`src/rtl/input_read_sequencer.sv`:
```
// Read-address sequencer for one PE-array tile: walks a rows x cols window of the
// input buffer, issues one read per unpaused cycle, then waits for every beat to return.
module input_read_sequencer #(
  parameter int ADDR_W = 11,
  parameter int CNT_W  = 6
) (
  input  logic              clk,
  input  logic              rst_n,
  input  logic              start,
  input  logic [ADDR_W-1:0] base_addr,
  input  logic [ADDR_W-1:0] row_stride,
  input  logic [CNT_W-1:0]  tile_rows,
  input  logic [CNT_W-1:0]  tile_cols,
  input  logic              pause,
  input  logic              data_valid_in,
  output logic [ADDR_W-1:0] addr_read_input,
  output logic              read_en_input,
  output logic              busy,
  output logic              done,
  output logic              cfg_err,
  output logic [1:0]        state_dbg
);
  // Handshake: read_en_input=1 means addr_read_input is a read request this cycle
  // (no ready; the master always accepts). Each request returns exactly one
  // data_valid_in beat some cycles later; beats are counted, never matched.

  localparam int CW = 2 * CNT_W;

  localparam logic [1:0] S_IDLE  = 2'd0;
  localparam logic [1:0] S_ISSUE = 2'd1;
  localparam logic [1:0] S_DRAIN = 2'd2;
  localparam logic [1:0] S_DONE  = 2'd3;

  logic [1:0]        state;
  logic [CNT_W-1:0]  cols;
  logic [CNT_W-1:0]  col;
  logic [ADDR_W-1:0] stride;
  logic [ADDR_W-1:0] row_base;
  logic [CW-1:0]     issued;
  logic [CW-1:0]     returned;
  logic [CW-1:0]     total;
  logic              beat;
  logic [CW-1:0]     returned_nxt;
  logic              zero_dim;

  always_comb begin
    beat         = data_valid_in && ((state == S_ISSUE) || (state == S_DRAIN));
    returned_nxt = returned + CW'(beat);
    zero_dim     = (tile_rows == '0) || (tile_cols == '0);
  end

  assign state_dbg = state;

  always_ff @(posedge clk) begin
    if (!rst_n) begin
      state           <= S_IDLE;
      cols            <= '0;
      col             <= '0;
      stride          <= '0;
      row_base        <= '0;
      issued          <= '0;
      returned        <= '0;
      total           <= '0;
      addr_read_input <= '0;
      read_en_input   <= 1'b0;
      busy            <= 1'b0;
      done            <= 1'b0;
      cfg_err         <= 1'b0;
    end else begin
      done          <= 1'b0;
      read_en_input <= 1'b0;
      returned      <= returned_nxt;
      case (state)
        S_IDLE: begin
          busy <= 1'b0;
          // done is still high on the first IDLE cycle: a start there is dropped
          if (start && !done) begin
            cols     <= tile_cols;
            col      <= '0;
            stride   <= row_stride;
            row_base <= base_addr;
            issued   <= '0;
            returned <= '0;
            total    <= CW'(tile_rows) * CW'(tile_cols);
            cfg_err  <= zero_dim;
            busy     <= 1'b1;
            state    <= zero_dim ? S_DONE : S_ISSUE;
          end
        end
        S_ISSUE: begin
          if (!pause) begin
            read_en_input   <= 1'b1;
            addr_read_input <= row_base + ADDR_W'(col);
            issued          <= issued + CW'(1);
            if (col == cols - CNT_W'(1)) begin
              col      <= '0;
              row_base <= row_base + stride;
            end else begin
              col <= col + CNT_W'(1);
            end
            if (issued + CW'(1) == total) state <= S_DRAIN;
          end
        end
        S_DRAIN: begin
          if (returned_nxt >= total) state <= S_DONE;
        end
        default: begin
          done  <= 1'b1;
          state <= S_IDLE;
        end
      endcase
    end
  end
endmodule

```
`config.mk`:
```
export PLATFORM = sky130hd
export DESIGN_NAME = input_read_sequencer
export DESIGN_NICKNAME = d
export VERILOG_FILES = /design/src/rtl/input_read_sequencer.sv
export SDC_FILE = /design/constraint.sdc
export NUM_CORES = 1
export LEC_CHECK = 0
export CAP_MARGIN = 0
export CORE_AREA = 3 3 137 139
export CTS_BUF_LIST = sky130_fd_sc_hd__clkbuf_16
export DETAILED_ROUTE_END_ITERATION = 6
export DIE_AREA = 0 0 140 142
export DONT_BUFFER_PORTS = 1
export PLACE_DENSITY_LB_ADDON = 0.2
export SYNTH_ARGS = -nofsm -noshare
export SYNTH_HDL_FRONTEND = slang
export SYNTH_SLANG_ARGS = --single-unit
```
`constraint.sdc`:
```
create_clock -name clk -period 3.23 [get_ports clk]
set_clock_uncertainty 0.05 [all_clocks]
set_input_delay 0.323 -clock clk [delete_from_list [all_inputs] [get_ports clk]]
set_output_delay 0.323 -clock clk [all_outputs]
set_load 0.005 [all_outputs]
```
==> PnR_summary.wiki <==
{| class="wikitable"
! Metric !! Value
|-
| Outcome || completed
|-
| Average detailed-routed wire length per instance || 15.74 um
|-
| Synthesized instance count || 746
|-
| Static Leakage || 2.857 nW
|-
| Post-route minimum period || 3.100 ns
|-
| R2R cell count || 17
|-
| Most frequent cells in the layout || sky130_fd_sc_hd__nand2_1, sky130_fd_sc_hd__dfxtp_1, sky130_fd_sc_hd__a21oi_1
|-
| Setup-violating endpoint count in the final report || 0
|-
| Flip-flop cell with the highest count after synthesis || sky130_fd_sc_hd__dfxtp_1
|-
| Transition time at the pin with the least slew margin || 0.8467 ns
|-
| Total net switching power || 1.859 mW
|-
| Cells after DPL || 964
|-
| Max-slew violations || 0
|-
| Post-synthesis net count || 861
|-
| Ports || 56
|-
| Sink count of the clock tree || 87
|-
| Design Area, Final || 0.006898 mm2
|-
| Data required time of the critical path || 3.43 ns
|-
| Relative max-transition margin || 43.55%
|-
| Sort of element at the start of the critical path || primary input
|-
| Final routed wirelength across all metal layers || 15470 um
|-
| Total power || 4.712 mW
|-
| CP max stage delay || 0.53 ns
|-
| Wire length of the first global-routing pass || 25960 um
|-
| Sequential group share of total power || 31.9%
|-
| Number of port buffers || 0
|-
| Hold bufs inserted after CTS || 0
|-
| Worst Path Max Fanout || 7
|-
| Setup TNS || 0 ns
|-
| Setup slack of the critical path after layout || 0.1296 ns
|-
| Core Region || 0.01778 mm2
|-
| Final worst-path cycle share || 95.99%
|-
| Syn Std Cell Area || 0.006102 mm2
|-
| Gp weighted congestion || 0.8742
|-
| Type of the worst min-delay path || primary input to flop
|-
| Hold endpoint || stride[7]$_SDFFE_PN0P_
|-
| Combined global-route utilization of all metal layers || 15.94%
|-
| Pin count of the biggest net entering global routing || 46
|-
| DRC || 0
|-
| Combinational power share || 44.2%
|-
| Remaining antenna violation count after routing || 0
|-
| First-pass detailed-route iteration total || 4
|-
| Power density over the cells || 683.1 mW/mm2
|-
| Number of antenna violations at the first check in global routing || 0
|-
| Number of inserted filler cells in the final layout || 1809
|-
| CTS tree || built
|-
| Die Outline Area || 0.01988 mm2
|-
| Nets@finish || 864
|-
| Slowest cell on the critical path || sky130_fd_sc_hd__fa_1
|-
| Detailed-route vias per instance || 5.160
|-
| First DRT Iteration DRCs || 193
|-
| Sequential-to-total area share from yosys stat || 28.54%
|-
| Layout cell share with drive strength beyond 1 || 9.947%
|-
| Reg2Reg Setup Slack || 0.13 ns
|-
| Worst R2R End || state_dbg[0]$_SDFFE_PN0P_
|-
| Total inserted antenna cells || 0
|-
| Count of flip-flops with a built-in enable after synthesis || 0
|-
| Area Growth Syn to Fin || 13.04%
|-
| Worst ir drop on vdd || 0.3566 mV
|-
| Category of the worst setup path capture point || flop
|-
| Clock tree buffer depth || 2
|-
| Clock buffer count from CTS || 9
|-
| Switching share of total power || 39.45%
|-
| Root Buffer || sky130_fd_sc_hd__clkbuf_16
|-
| Vias in the first global route || 5137
|-
| Clock transition at the registers of the reported paths || 0.06 ns
|-
| Max-cap viol count || 0
|-
| Post-place setup slack || -0.2430 ns
|-
| Detailed Place HPWL || 12040 um
|-
| Floorplan die height || 142 um
|-
| Avg Synthesized Cell Area || 8.180 um2
|-
| Finished Layout Cells || 983
|-
| RSZ-0062 raised after global routing || yes
|-
| Global-route congestion overflow total || 0
|-
| Post-synthesis sequential element count || 87
|-
| Critical Path, Cell by Cell || and2_1 -> fa_1 -> inv_1 -> fa_1 -> fa_1 -> inv_2 -> ha_4 -> a21o_1 -> a21oi_1 -> o21ai_1 -> o311ai_1 -> or4_1 -> o311ai_1
|-
| Critical path start-end classification || primary input to flop
|-
| Hold Path Depth || 2
|-
| Crit Reg-Reg Startpoint || state_dbg[0]$_SDFFE_PN0P_
|-
| DIE WIDTH || 140 um
|-
| Via count || 5072
|-
| Share of total power in the clock network || 23.9%
|-
| Data arrival time at the worst-slack endpoint || 3.30 ns
|-
| Maximum level of the CTS H-tree || 3
|-
| Most numerous cell on the critical path || sky130_fd_sc_hd__fa_1
|-
| Yosys cell types || 59
|-
| Async set-reset flop share out of synthesis || 0%
|-
| Most common library cell in the layout ignoring fill and taps || sky130_fd_sc_hd__nand2_1
|-
| Maximum operating frequency || 0.3225 GHz
|-
| Cell Area, Placed || 0.006425 mm2
|-
| Min-delay src || row_stride[7]
|-
| Final hold violation count || 0
|-
| Source-to-sink clock delay at the later pin of the worst-skew pair || 0.35 ns
|-
| Internal power summed over all cells || 2.853 mW
|-
| Number of warnings printed during yosys synthesis || 0
|-
| Initial Util || 34.32%
|-
| Cell Rows || 49
|}
==> per-stage QoR <==
step	utilization [%]	hold slack, ns
after global routing	38.80	0.03846
after detailed placement	36.14	0.4113
after global placement	36.14	0.4073
after floorplan	-	0.3906
final	38.80	0.05355
after CTS	38.28	0.03814
==> kinds of logic after synthesis <==
logic type | after synthesis | synth area share (%)
fa+ha+maj | 76 | 17.92
buf+inv | 86 | 5.495
xor+xnor | 50 | 7.177
compound gates | 163 | 16.85
simple gates | 274 | 22.37
flops | 87 | 28.54
mux | 10 | 1.640
==> worst max-delay path by stage <==
stage / startpoint / endpoint / depth (start not counted) / slack, ns
after global placement: tile_rows[1] / total[10]$_SDFFE_PN0P_ / 12 / -0.19
after floorplan: tile_rows[3] / total[10]$_SDFFE_PN0P_ / 13 / -0.12
after detailed placement: tile_rows[3] / total[10]$_SDFFE_PN0P_ / 13 / -0.24
final: tile_rows[3] / total[10]$_SDFFE_PN0P_ / 13 / 0.13
after global routing: tile_rows[3] / total[10]$_SDFFE_PN0P_ / 13 / -0.02
after CTS: state_dbg[0]$_SDFFE_PN0P_ / state_dbg[1]$_SDFFE_PN0P_ / 17 / 0.01
==> sequential cells by signal (all words and copies together), names as in the netlist, 2 cells and up <==
register / cells
issued: 12
returned: 12
total: 12
addr_read_input: 11
row_base: 11
stride: 11
col: 6
cols: 6
state_dbg: 2
==> critical path: cells and delay by family <==
family	cells	cell delay, ns
AOI/OAI and AO/OA	5	0.55
and+or+nand+nor	2	0.56
buffers and inverters	2	0.10
adders and majority gates	4	1.77
==> Yosys cell counts, drive strengths merged (4+ instances only) <==
master   number  area share [%]
a211o         4            0.57
a211oi       11             1.4
a21o          5            0.62
a21oi        64             5.3
a31oi         6            0.62
and2         32             3.3
and3         14             1.4
buf           6            0.57
clkbuf       25             1.5
dfxtp        87              29
fa           19             6.2
ha           57              12
inv          55             3.4
mux2i        10             1.6
nand2        86             5.3
nand2b        5            0.51
nand3        20             1.6
nand4        10             1.1
nor2         48             3.0
nor2b        15             1.5
nor3         16             1.3
nor3b         5            0.62
nor4          6            0.62
o2111ai       5            0.72
o211ai        4            0.49
o21a          5            0.62
o21ai        36             3.0
or3           6            0.62
xnor2        26             3.7
xor2         24             3.4
==> power groups by stage <==
stage               Sequential [mW]  Combinational (mW)  Clock (mW)
global route                   1.53                2.39        1.19
finish                         1.50                2.08        1.12
detailed placement             1.53                2.02           0
CTS                            1.50                2.07        1.16
floorplan                      1.45                1.52           0
global placement               1.52                1.99           0
==> final cells by class <==
cell class | instances | area [um2] | area share (%)
Multi-Input combinational cell | 573 | 4169 | 60.44
Timing Repair Buffer | 23 | 172.7 | 2.503
Clock buffer | 9 | 225.2 | 3.265
Tap cell | 229 | 286.5 | 4.154
Clock inverter | 7 | 93.84 | 1.360
Sequential cell | 87 | 1744 | 25.29
Inverter | 55 | 206.4 | 2.993
==> routing by layer <==
metal	vias up	wire [um]	track usage, %
met4	0	260	4.589
met3	17	464	3.192
met2	63	7566	27.37
li1	2597	-	-
met5	-	0	0
met1	2395	7177	20.46
==> timing repair <==
item,in CTS,in global routing
setup endpoints to repair,2,5
hold endpoints to repair,0,0
cloned,0,0
pin swaps,8,8
resized for setup,10,17
buffers inserted,1,3
No activity file was read; power rests on OpenSTA's default activity.
==> RTL change: new RTL, same flow settings <==
Set the parameter `CNT_W` to 4 (it was 6).
--- a/src/rtl/input_read_sequencer.sv
+++ b/src/rtl/input_read_sequencer.sv
@@ -3,5 +3,5 @@
 module input_read_sequencer #(
   parameter int ADDR_W = 11,
-  parameter int CNT_W  = 6
+  parameter int CNT_W  = 4
 ) (
   input  logic              clk,
Interface: changed (resized tile_cols and tile_rows); port bits go from 56 to 52. No check against the original RTL was run, so the function may have changed too.
==> RTL change against the original RTL <==
- total power is 26% lower
- worst setup slack better by 0.16 ns
- sequential power is 20% lower
- wire length is 31% lower
- sequential cell count is 16 lower
- final cell count is 22% lower
- worst hold slack better by 0.0077 ns
- final area is 28% lower
- area after synthesis is 28% lower
- critical path depth is 1 higher
- critical path type is now reg -> reg
==> RTL change: results (changes against the original RTL) <==
- Overall routing resource usage: 11.2% (-4.7 points)
- Worst path slowest cell: dfxtp_1
- Worst-margin pin slew: 0.856 ns (+0.00937 ns)
- Multi-input logic area: 2790 um^2 (-33%)
- Buffers, non-clock: 11 (-52%)
- Filler cells: 1926 (+6.5%)
- P_sw: 1.37 mW (-26%)
- DR iter-0 viols: 169 (-12%)
- Dpl cell area: 4680 um^2 (-27%)
- Largest registers: addr_read_input (11), row_base (11), stride (11)
- Hpwl dp: 8.60 mm (-29%)
- Leak: 1.97 nW (-31%)
- Dpl ws: 0.310 ns (+0.553 ns)
- Placed Cells incl. Taps: 749 (-22%)
- Compound-cell area share of the yosys netlist: 15.5% (-1.3 points)
- Comb_multi_in: 411 (-28%)
- Total number of vias: 3551 (-30%)
- Non-Filler Instances: 766 (-22%)
- Status: finished, final reports clean
- Register-to-Register Path Depth: 14 (-3)
- DRT Wirelength: 10.7 mm (-31%)
- Synth Area in XOR/XNOR: 9.19% (+2.0 points)
- Maximum VDD drop: 295 uV (-17%)
- Total Nets Final: 616 (-29%)
- Syn avg cell area: 8.30 um^2 (+1.5%)
- First-pass GRT wire length: 18.0 mm (-31%)
- Area Overhead vs Synth: 13.6%
- Seq cells: 71 (-18%)
- Non-clock buffer share: 1.71% (-0.79 points)
- Seq/Total Area, Yosys: 32.4% (+3.9 points)
- Syn nets: 612 (-29%)
- # Post-CTS Setup Buffers: 0 (-1)
- RePlAce Congestion: 0.823 (-5.9%)
- Most frequent cells after synthesis: dfxtp_1 (71), nand2_1 (65), a21oi_1 (51)
- Worst-path fanout max: 3 (-4)
- Mux cell area share after synthesis: 3.00% (+1.4 points)
- Sequential cell area share: 28.6% (+3.3 points)
- ClkCell Share: 5.78% (+1.2 points)
-- RTL change: final timing paths --
path | start | end | slack, ns
min | row_stride[8] | stride[8] | 0.06
min reg2reg | stride[9] | stride[9] | 0.41
max reg2reg | state_dbg[0] | state_dbg[0] | 0.29
max | state_dbg[0] | state_dbg[0] | 0.29
-- RTL change: repair_timing --
item | 4_1_cts | 5_1_grt
hold buffers | 1 | 0
hold endpoints to repair | 1 | 0
resized for setup | 0 | 0
-- RTL change: power by group through the flow --
stage | combinational (mW) | clock, mW | sequential [mW]
2_1_floorplan | 1.02 | 0 | 1.16
3_3_place_gp | 1.31 | 0 | 1.22
3_5_place_dp | 1.32 | 0 | 1.23
4_1_cts | 1.33 | 1.01 | 1.21
5_1_grt | 1.50 | 1.05 | 1.23
6_report | 1.31 | 0.976 | 1.20
-- RTL change: metal layers --
metal	wire length [um]	share of wire (%)	global-route usage, %
met5	0	0	0
met4	302	2.8	4.54
met3	543	5.1	3.43
met2	4490	42	16.6
met1	5380	50	15.3
